File: src/rtl/bias_seq_ctrl_if.sv
// Stream bundle around bias_seq_ctrl.
//   s_*  : 128-bit bias words from the layer-config DMA into the controller
//   m_*  : one output group (8 x 32-bit biases) from the controller downstream
// Modports:
//   master : the controller's view (sinks s_*, sources m_*)
//   slave  : the surrounding environment's view (DMA source + downstream sink)
interface bias_seq_ctrl_if #(
    parameter int GROUP_W = 7
);
    logic [127:0]        s_data;
    logic                s_valid;
    logic                s_ready;
    logic [7:0][31:0]    m_bias;
    logic [GROUP_W-1:0]  m_group;
    logic                m_last;
    logic                m_valid;
    logic                m_ready;

    modport master (
        input  s_data, s_valid, m_ready,
        output s_ready, m_bias, m_group, m_last, m_valid
    );

    modport slave (
        output s_data, s_valid, m_ready,
        input  s_ready, m_bias, m_group, m_last, m_valid
    );
endinterface

File: src/rtl/bias_seq_ctrl.sv
// bias_seq_ctrl: loads 2*N 128-bit bias words into bias_store, then replays
// groups 0..N-1 for P passes, presenting each group on the m_* stream.
// Ports:
//   clk, rst                  clock, async active-high reset
//   cfg_start/num_groups/passes  layer start pulse and its N, P (IDLE only)
//   cfg_abort                 return to IDLE from any state, no done pulse
//   bus (master)              s_* word stream in, m_* group stream out
//   store_clr                 one-cycle rewind of the store write pointer
//   wr_en, wr_data            store write port
//   rd_en, rd_group           store read request
//   bias_in, rd_valid_in      store read response
//   busy, done                state != IDLE, completion pulse
module bias_seq_ctrl #(
    parameter int MAX_DEPTH = 256,
    parameter int GROUP_W   = $clog2(MAX_DEPTH) - 1
) (
    input  logic                clk,
    input  logic                rst,
    input  logic                cfg_start,
    input  logic [GROUP_W:0]    cfg_num_groups,
    input  logic [15:0]         cfg_passes,
    input  logic                cfg_abort,
    bias_seq_ctrl_if.master     bus,
    output logic                store_clr,
    output logic                wr_en,
    output logic [127:0]        wr_data,
    output logic                rd_en,
    output logic [GROUP_W-1:0]  rd_group,
    input  logic [7:0][31:0]    bias_in,
    input  logic                rd_valid_in,
    output logic                busy,
    output logic                done
);
    typedef enum logic [2:0] {IDLE, LOAD, ISSUE, WAIT, PRESENT, DONE} state_t;

    localparam logic [GROUP_W:0]   N_ONE = 1;
    localparam logic [GROUP_W+1:0] W_ONE = 1;
    localparam logic [GROUP_W-1:0] G_ONE = 1;
    localparam logic [15:0]        P_ONE = 1;

    state_t               state_q, state_d;
    logic [GROUP_W:0]     n_q, n_d;
    logic [15:0]          np_q, np_d;
    logic [GROUP_W+1:0]   wcnt_q, wcnt_d;
    logic [GROUP_W-1:0]   g_q, g_d;
    logic [15:0]          p_q, p_d;
    logic                 store_clr_q, store_clr_d;
    logic                 rd_en_q, rd_en_d;
    logic [GROUP_W-1:0]   rd_group_q, rd_group_d;
    logic [7:0][31:0]     m_bias_q, m_bias_d;
    logic [GROUP_W-1:0]   m_group_q, m_group_d;
    logic                 m_last_q, m_last_d;
    logic                 m_valid_q, m_valid_d;
    logic                 done_q, done_d;

    logic [GROUP_W:0]     n_m1;
    logic                 g_last, p_last, w_last, accept, hs;

    assign n_m1   = n_q - N_ONE;
    assign g_last = ({1'b0, g_q} == n_m1);
    assign p_last = (p_q == (np_q - P_ONE));
    assign w_last = (wcnt_q == ({n_q, 1'b0} - W_ONE));

    // No accept while store_clr is high: the clear rewinds the store's write
    // pointer that same cycle and would swallow word 0.
    assign bus.s_ready = (state_q == LOAD) && !store_clr_q && !cfg_abort;
    assign accept      = bus.s_valid && bus.s_ready;
    assign wr_en       = accept;
    assign wr_data     = bus.s_ready ? bus.s_data : '0;

    // Registered strobes are masked combinationally so an abort takes
    // effect in the cycle it is asserted.
    assign rd_en       = rd_en_q && !cfg_abort;
    assign rd_group    = rd_group_q;
    assign bus.m_valid = m_valid_q && !cfg_abort;
    assign bus.m_bias  = m_bias_q;
    assign bus.m_group = m_group_q;
    assign bus.m_last  = m_last_q;
    assign hs          = bus.m_valid && bus.m_ready;

    assign store_clr   = store_clr_q;
    assign busy        = (state_q != IDLE);
    assign done        = done_q;

    always_comb begin
        state_d     = state_q;
        n_d         = n_q;
        np_d        = np_q;
        wcnt_d      = wcnt_q;
        g_d         = g_q;
        p_d         = p_q;
        store_clr_d = 1'b0;
        rd_en_d     = 1'b0;
        rd_group_d  = rd_group_q;
        m_bias_d    = m_bias_q;
        m_group_d   = m_group_q;
        m_last_d    = m_last_q;
        m_valid_d   = m_valid_q;
        done_d      = 1'b0;
        if (cfg_abort) begin
            // In IDLE this also swallows a coincident cfg_start.
            if (state_q != IDLE) begin
                state_d   = IDLE;
                m_valid_d = 1'b0;
            end
        end else begin
            case (state_q)
                IDLE: if (cfg_start) begin
                    n_d    = cfg_num_groups;
                    np_d   = cfg_passes;
                    wcnt_d = '0;
                    g_d    = '0;
                    p_d    = '0;
                    if (cfg_num_groups == '0 || cfg_passes == '0) begin
                        state_d = DONE;
                    end else begin
                        state_d     = LOAD;
                        store_clr_d = 1'b1;
                    end
                end
                LOAD: if (accept) begin
                    wcnt_d = wcnt_q + W_ONE;
                    if (w_last) begin
                        state_d    = ISSUE;
                        g_d        = '0;
                        p_d        = '0;
                        rd_en_d    = 1'b1;
                        rd_group_d = '0;
                    end
                end
                ISSUE: state_d = WAIT;
                WAIT: if (rd_valid_in) begin
                    m_bias_d  = bias_in;
                    m_group_d = g_q;
                    m_last_d  = g_last;
                    m_valid_d = 1'b1;
                    state_d   = PRESENT;
                end
                PRESENT: if (hs) begin
                    m_valid_d = 1'b0;
                    if (!g_last) begin
                        g_d        = g_q + G_ONE;
                        rd_group_d = g_q + G_ONE;
                        rd_en_d    = 1'b1;
                        state_d    = ISSUE;
                    end else if (!p_last) begin
                        g_d        = '0;
                        p_d        = p_q + P_ONE;
                        rd_group_d = '0;
                        rd_en_d    = 1'b1;
                        state_d    = ISSUE;
                    end else begin
                        state_d = DONE;
                    end
                end
                DONE: begin
                    state_d = IDLE;
                    done_d  = 1'b1;
                end
                default: state_d = IDLE;
            endcase
        end
    end

    always_ff @(posedge clk or posedge rst) begin
        if (rst) begin
            state_q     <= IDLE;
            n_q         <= '0;
            np_q        <= '0;
            wcnt_q      <= '0;
            g_q         <= '0;
            p_q         <= '0;
            store_clr_q <= 1'b0;
            rd_en_q     <= 1'b0;
            rd_group_q  <= '0;
            m_bias_q    <= '0;
            m_group_q   <= '0;
            m_last_q    <= 1'b0;
            m_valid_q   <= 1'b0;
            done_q      <= 1'b0;
        end else begin
            state_q     <= state_d;
            n_q         <= n_d;
            np_q        <= np_d;
            wcnt_q      <= wcnt_d;
            g_q         <= g_d;
            p_q         <= p_d;
            store_clr_q <= store_clr_d;
            rd_en_q     <= rd_en_d;
            rd_group_q  <= rd_group_d;
            m_bias_q    <= m_bias_d;
            m_group_q   <= m_group_d;
            m_last_q    <= m_last_d;
            m_valid_q   <= m_valid_d;
            done_q      <= done_d;
        end
    end
endmodule
File: src/flat_wrapper.sv
// flat-port wrapper written by rule: the top's interface ports become plain ports
module bias_seq_ctrl_flat 
#(
    parameter int MAX_DEPTH = 256,
    parameter int GROUP_W   = $clog2(MAX_DEPTH) - 1
)
  (clk, rst, cfg_start, cfg_num_groups, cfg_passes, cfg_abort, store_clr, wr_en, wr_data, rd_en, rd_group, bias_in, rd_valid_in, busy, done, bus_s_data, bus_s_valid, bus_m_ready, bus_s_ready, bus_m_bias, bus_m_group, bus_m_last, bus_m_valid);
  bias_seq_ctrl_if #(.GROUP_W(GROUP_W)) bus_i ();
  input  logic clk;
  input  logic rst;
  input  logic cfg_start;
  input  logic [GROUP_W:0] cfg_num_groups;
  input  logic [15:0] cfg_passes;
  input  logic cfg_abort;
  output logic store_clr;
  output logic wr_en;
  output logic [127:0] wr_data;
  output logic rd_en;
  output logic [GROUP_W-1:0] rd_group;
  input  logic [7:0][31:0] bias_in;
  input  logic rd_valid_in;
  output logic busy;
  output logic done;
  input wire logic [$bits(bus_i.s_data)-1:0] bus_s_data;
  input wire logic [$bits(bus_i.s_valid)-1:0] bus_s_valid;
  input wire logic [$bits(bus_i.m_ready)-1:0] bus_m_ready;
  output wire logic [$bits(bus_i.s_ready)-1:0] bus_s_ready;
  output wire logic [$bits(bus_i.m_bias)-1:0] bus_m_bias;
  output wire logic [$bits(bus_i.m_group)-1:0] bus_m_group;
  output wire logic [$bits(bus_i.m_last)-1:0] bus_m_last;
  output wire logic [$bits(bus_i.m_valid)-1:0] bus_m_valid;
  assign bus_i.s_data = bus_s_data;
  assign bus_i.s_valid = bus_s_valid;
  assign bus_i.m_ready = bus_m_ready;
  assign bus_s_ready = bus_i.s_ready;
  assign bus_m_bias = bus_i.m_bias;
  assign bus_m_group = bus_i.m_group;
  assign bus_m_last = bus_i.m_last;
  assign bus_m_valid = bus_i.m_valid;
  bias_seq_ctrl #(.MAX_DEPTH(MAX_DEPTH), .GROUP_W(GROUP_W)) u_core (.clk(clk), .rst(rst), .cfg_start(cfg_start), .cfg_num_groups(cfg_num_groups), .cfg_passes(cfg_passes), .cfg_abort(cfg_abort), .bus(bus_i), .store_clr(store_clr), .wr_en(wr_en), .wr_data(wr_data), .rd_en(rd_en), .rd_group(rd_group), .bias_in(bias_in), .rd_valid_in(rd_valid_in), .busy(busy), .done(done));
endmodule
File: config.mk
export PLATFORM = sky130hd
export DESIGN_NAME = bias_seq_ctrl_flat
export DESIGN_NICKNAME = d
export VERILOG_FILES = /design/src/rtl/bias_seq_ctrl_if.sv /design/src/rtl/bias_seq_ctrl.sv /design/src/flat_wrapper.sv
export SDC_FILE = /design/constraint.sdc
export NUM_CORES = 1
export LEC_CHECK = 0
export CORE_AREA = 2 2 324 326
export CTS_CLUSTER_DIAMETER = 50
export DETAILED_ROUTE_END_ITERATION = 16
export DIE_AREA = 0 0 326 328
export PLACE_DENSITY = 0.47
export SLEW_MARGIN = 0
export SYNTH_ARGS = -nofsm -noshare
export SYNTH_HDL_FRONTEND = slang
export SYNTH_SLANG_ARGS = --single-unit
File: constraint.sdc
create_clock -name clk -period 10.9 [get_ports clk]
set_input_delay 2.18 -clock clk [delete_from_list [all_inputs] [get_ports clk]]
set_output_delay 2.18 -clock clk [all_outputs]
set_load 0.01 [all_outputs]
; After elaboration in Yosys (flattened, before gate mapping)
; Index checks and enable logic that the tools add are counted.
[op_classes]
addsub = 6
muxes = 48
eq_ne = 21
reduce_logical = 25
bitwise_logic = 1
[ops]
columns = op, count
row1 = 128-bit two-way mux, 1
row2 = 16-bit two-way mux, 6
row3 = 16-bit one-hot mux with 3 select lines, 1
row4 = 7-bit two-way mux, 6
row5 = 3-bit two-way mux, 10
row6 = 7-bit one-hot mux with 3 select lines, 1
row7 = 9-bit two-way mux, 2
row8 = 9-bit one-hot mux with 2 select lines, 1
row9 = 16-bit by 1-bit adder with 16-bit output (second input constant), 1
row10 = 16-bit == test, 1
row11 = 16-bit logical NOT, 1
row12 = 1-bit two-way mux, 16
row13 = 16-bit by 1-bit subtractor with 16-bit output (second input constant), 1
row14 = 3-bit one-hot mux with 5 select lines, 1
row15 = 7-bit one-hot mux with 2 select lines, 1
row16 = 3-bit inequality test (second input constant), 4
row17 = 6-bit AND reduction, 2
row18 = 9-bit by 1-bit adder with 9-bit output (second input constant), 1
row19 = 9-bit == test, 1
row20 = 3-bit nonzero test, 3
row21 = 9-bit by 1-bit subtractor with 9-bit output (second input constant), 1
row22 = 7-bit by 8-bit == test with 1-bit output, 1
row23 = 8-bit logical NOT, 1
row24 = 2-bit by 1-bit inequality test with 1-bit output (second input constant), 4
row25 = 18 further kinds, 33
[word_totals]
out_inout_bits = 406
register_bits = 334

; Logic depth before layout (Yosys ltp)
[depth]
ltp_word = 7
depth_mapped = 11
depth_no_buf = 9

; Worst setup path after synthesis
; Ideal clock, no wire load.
[synth_path]
path_kind = input to output
start = input port cfg_abort
end = output port wr_data[100]
arrival_ns = 3.245
required_time_ns = 8.720
stages = 4
slack_ns = 5.475
cell_sequence = nor4b_2 -> clkbuf_1 -> clkbuf_1 -> and3_1
[synth_via]
elab_chain_cells = 3
[synth_lines]
columns = item, line_no
row1 = from (decl), flat_wrapper.sv:14  ; input logic cfg_abort;
row2 = 1-bit logical NOT, bias_seq_ctrl.sv:66  ; assign bus.s_ready = (state_q == LOAD) && !store_clr_q && !cfg_abort;
row3 = 1-bit logical AND, bias_seq_ctrl.sv:66
row4 = 128-bit two-way mux, bias_seq_ctrl.sv:69  ; assign wr_data = bus.s_ready ? bus.s_data : '0;
row5 = to (decl), flat_wrapper.sv:17  ; output logic [127:0] wr_data;
; Every way passes these cells.

; Worst setup path after layout
[layout_path]
start = input port cfg_abort
end = output port wr_data[109]
; Same word-level chain as after synthesis.

==> metrics.md <==
| Metric | Value |
|---|---|
| Vias | `13.0k` |
| Share of layout cells above drive strength 1 | `between 10% and 20%` |
| Area leader, netlist | `dfrtp_1` |
| Worst Max-Slew Pin Slew | `around 1.0 ns` |
| Largest cells by area after synthesis | `dfrtp_1 (56%), mux2_2 (20%), and3_1 (6.2%)` |
| Pwr Density | `between 100 and 150 mW/mm2` |
| Total CTS buffers | `55` |
| CP Capture Type | `primary output` |
| Time the worst path needs with I/O delays and setup | `a little over 7 ns` |
| Crit path from | `cfg_abort` |
| Router iterations before antenna repair | `5` |
| Starting Density | `between 10 and 15%` |
| Rel. slew slack | `between 30% and 40%` |
| Worst EP required | `slightly below 9 ns` |
| Distinct cell type count after synthesis | `64` |
| Critical Path AT | `4.94 ns` |
| Total negative slack | `0 ns` |
| Cell Area, Synth | `about 0.015 mm2` |
| Clock root buffer | `clkbuf_16` |
| Pre-CTS setup slack | `3.85 ns` |
| Largest net degree at the start of global routing | `136` |
| Yosys warning total | `0` |
| Fmax | `0.140 GHz` |
| Final wirelength | `just over 60000 um` |
| Cts hold-fix bufs | `0` |
| Peak supply drop | `roughly 0.10 mV` |
| Most used cell, CP | `clkdlybuf4s50_1` |
| Crit-path cells | `clkdlybuf4s50_1, nor4b_4, buf_4, and3_1, clkdlybuf4s50_1` |
| Die width | `about 330 um` |
| CTS clk-pin slew, worst paths | `roughly 0.050 ns` |
| Max Slew Vio Count | `0` |
| Layout fillers | `10.7k` |
| Vias per cell | `between 3 and 4` |
| Sink Count | `~330` |
| FP Rows | `roughly 120` |
| Leakage power total | `about 12 nW` |
| First-pass GRT wire length | `around 89000 um` |
| Slowest CP cell | `buf_4` |
| Final ANT Viol Nets | `0` |
| GRT Overall Usage | `around 11%` |
| Critical path class | `input port to primary output` |
| Setup violators final | `0` |
| Yosys top cell area share | `a little under three fifths` |
| Antenna violations before repair | `12` |
| Htree depth | `2` |
| Status | `finished clean` |
| Worst Clk Skew | `approximately 0.015 ns` |
| Final hold violation count | `0` |
| # IOs | `about 820` |
| Hold Crit Start | `u_core.bus.m_last` |
| Post-DP HPWL | `~47000 um` |
| Setup ws final | `about 3.8 ns` |
| Startpoint Class | `input port` |
| Grt total ovfl | `0` |
| Worst Hold Class | `flip-flop to flip-flop` |
| EDFF count, synth | `0` |
| Placer Congestion | `~0.97` |
| Critical Path Max Stage Delay | `between 0.7 and 0.8 ns` |
| WL per Instance | `17.7 um` |
| Max_cap viols | `0` |
| Postcts setup bufs | `0` |
| Top FF cell, synth | `dfrtp_1` |
| #FFs+latches synth | `334` |
| Worst skew pair latency | `~0.6 ns` |
| RSZ-0062 raised after global routing | `false` |
| Remaining DRCs | `0` |
| Mean Syn Cell Area | `about 12 um2` |
| Post_cts resized | `0` |
| Seq. cell area | `about 0.0084 mm2` |
| Gate count after technology mapping | `1239` |
| CTS tree | `built` |
| Initial DRC count | `roughly 570` |
| Tcrit/Tclk final | `around two thirds` |
| Syn Nets | `around 1.7k` |
| Maximum root-to-sink buffer count | `3` |
| Crit-path max FO | `127` |
| Fraction of registers with async set/reset | `100%` |
| Area grow syn2layout | `78.2%` |
| Vias in the first global route | `between 10k and 15k` |
| Die area | `~0.11 mm2` |
| Nets | `about 2.5k` |
| Sequential fraction of the synthesis area | `a little under three fifths` |
| Core Area | `around 0.10 mm2` |
| Die Span Y | `328 um` |
| Area of the multi-input gates | `0.00628 mm2` |
| Port buffer count | `between 800 and 900` |
| R2R Path Start | `u_core.store_clr` |
-- critical path, delay by kind of cell --
family / cells / cell delay (ns)
buf+inv: 3 / 1.94
simple gates: 2 / 0.67
-- cell families after synthesis --
group	synth area share [%]
xor+xnor	2.60
simple gates	14.3
compound gates	4.48
buf+inv	2.78
fa+ha+maj	0.416
mux	19.8
flops	55.6
-- report_power, final --
part	total, mW	internal, mW	switching [mW]	leakage [nW]
logic	0.506	0.297	0.209	6.64
registers	1.34	1.29	0.0486	4.56
clock network	1.87	1.18	0.690	0.955
-- flip-flops by register name (all words and copies together) (netlist names) --
| signal | flops |
|---|---|
| u_core.n_q | 8 |
| u_core.store_clr | 1 |
| u_core.state_q | 3 |
| u_core.np_q | 16 |
| u_core.bus.m_group | 7 |
| u_core.done | 1 |
| u_core.rd_en_q | 1 |
| u_core.g_q | 7 |
| u_core.m_valid_q | 1 |
| u_core.rd_group | 7 |
| u_core.bus.m_bias | 256 |
| u_core.bus.m_last | 1 |
| u_core.p_q | 16 |
| u_core.wcnt_q | 9 |
-- synth_stat cells, types with 9 or more instances --
cell type	n
xnor2_1	19
nand3_1	17
nor2_1	46
dfrtp_1	334
inv_1	22
nand2_1	97
o21ai_0	25
nor4_1	10
a221o_1	10
nand4_1	14
mux2_2	264
clkbuf_1	77
and3_1	150
nor3_1	9
or3_1	10
xor2_1	23
-- metrics by stage --
stage	hold WS (ns)	cell area [um2]	util, %	instances	power (mW)
floorplan	0.465	15000	-	1239	1.56
finish	0.485	26800	26.0	3479	3.72
detailed placement	0.488	24800	24.0	3365	1.87
global route	0.510	26800	26.0	3478	3.88
global placement	0.475	24800	24.0	3365	1.86
CTS	0.500	26800	25.9	3469	3.79
-- path summary, 6_finish.rpt --
check                                    endpoint  slack, ns  depth (start not counted)
min in group asynchronous  u_core.bus.m_bias[166]       2.13                          2
hold reg to reg                 u_core.bus.m_last       0.48                          2
setup / recovery                     wr_data[109]       3.78                          5
setup reg to reg                   u_core.p_q[13]       7.07                          8
hold / removal                  u_core.bus.m_last       0.48                          2
max in group asynchronous          u_core.p_q[14]       6.86                          4
-- routing by layer --
layer	vias to the layer above	track usage, %	wire length [um]
met2	595	18.8	31200
met4	0	4.99	2000
met1	6318	12.1	23200
met5	-	0	0
li1	6028	-	-
met3	91	3.66	4980
-- area by class of cell --
| type | instances | share of cell area [%] |
|---|---|---|
| sequential | 334 | 31.2 |
| timing repair buffer | 830 | 31.1 |
| multi-input combinational | 799 | 23.4 |
| antenna | 10 | 0.0934 |
| inverter | 22 | 0.322 |
| clock buffer | 68 | 5.74 |
| tap | 1380 | 6.44 |
| clock inverter | 36 | 1.71 |
-- layout by cell type, fill, tap and decap left out, types with 9 or more instances in the layout --
master and n:
a221o_1 10, and3_1 150, clkbuf_16 57, clkdlybuf4s50_1 820, clkinvlp_4 10, dfrtp_1 334
diode_2 10, inv_1 20, mux2_2 264, nand2_1 97, nand3_1 17, nand4_1 14
nor2_1 46, nor3_1 9, nor4_1 10, o21ai_0 25, or3_1 10, xnor2_1 19
xor2_1 23
No activity file was read; power rests on OpenSTA's default activity.
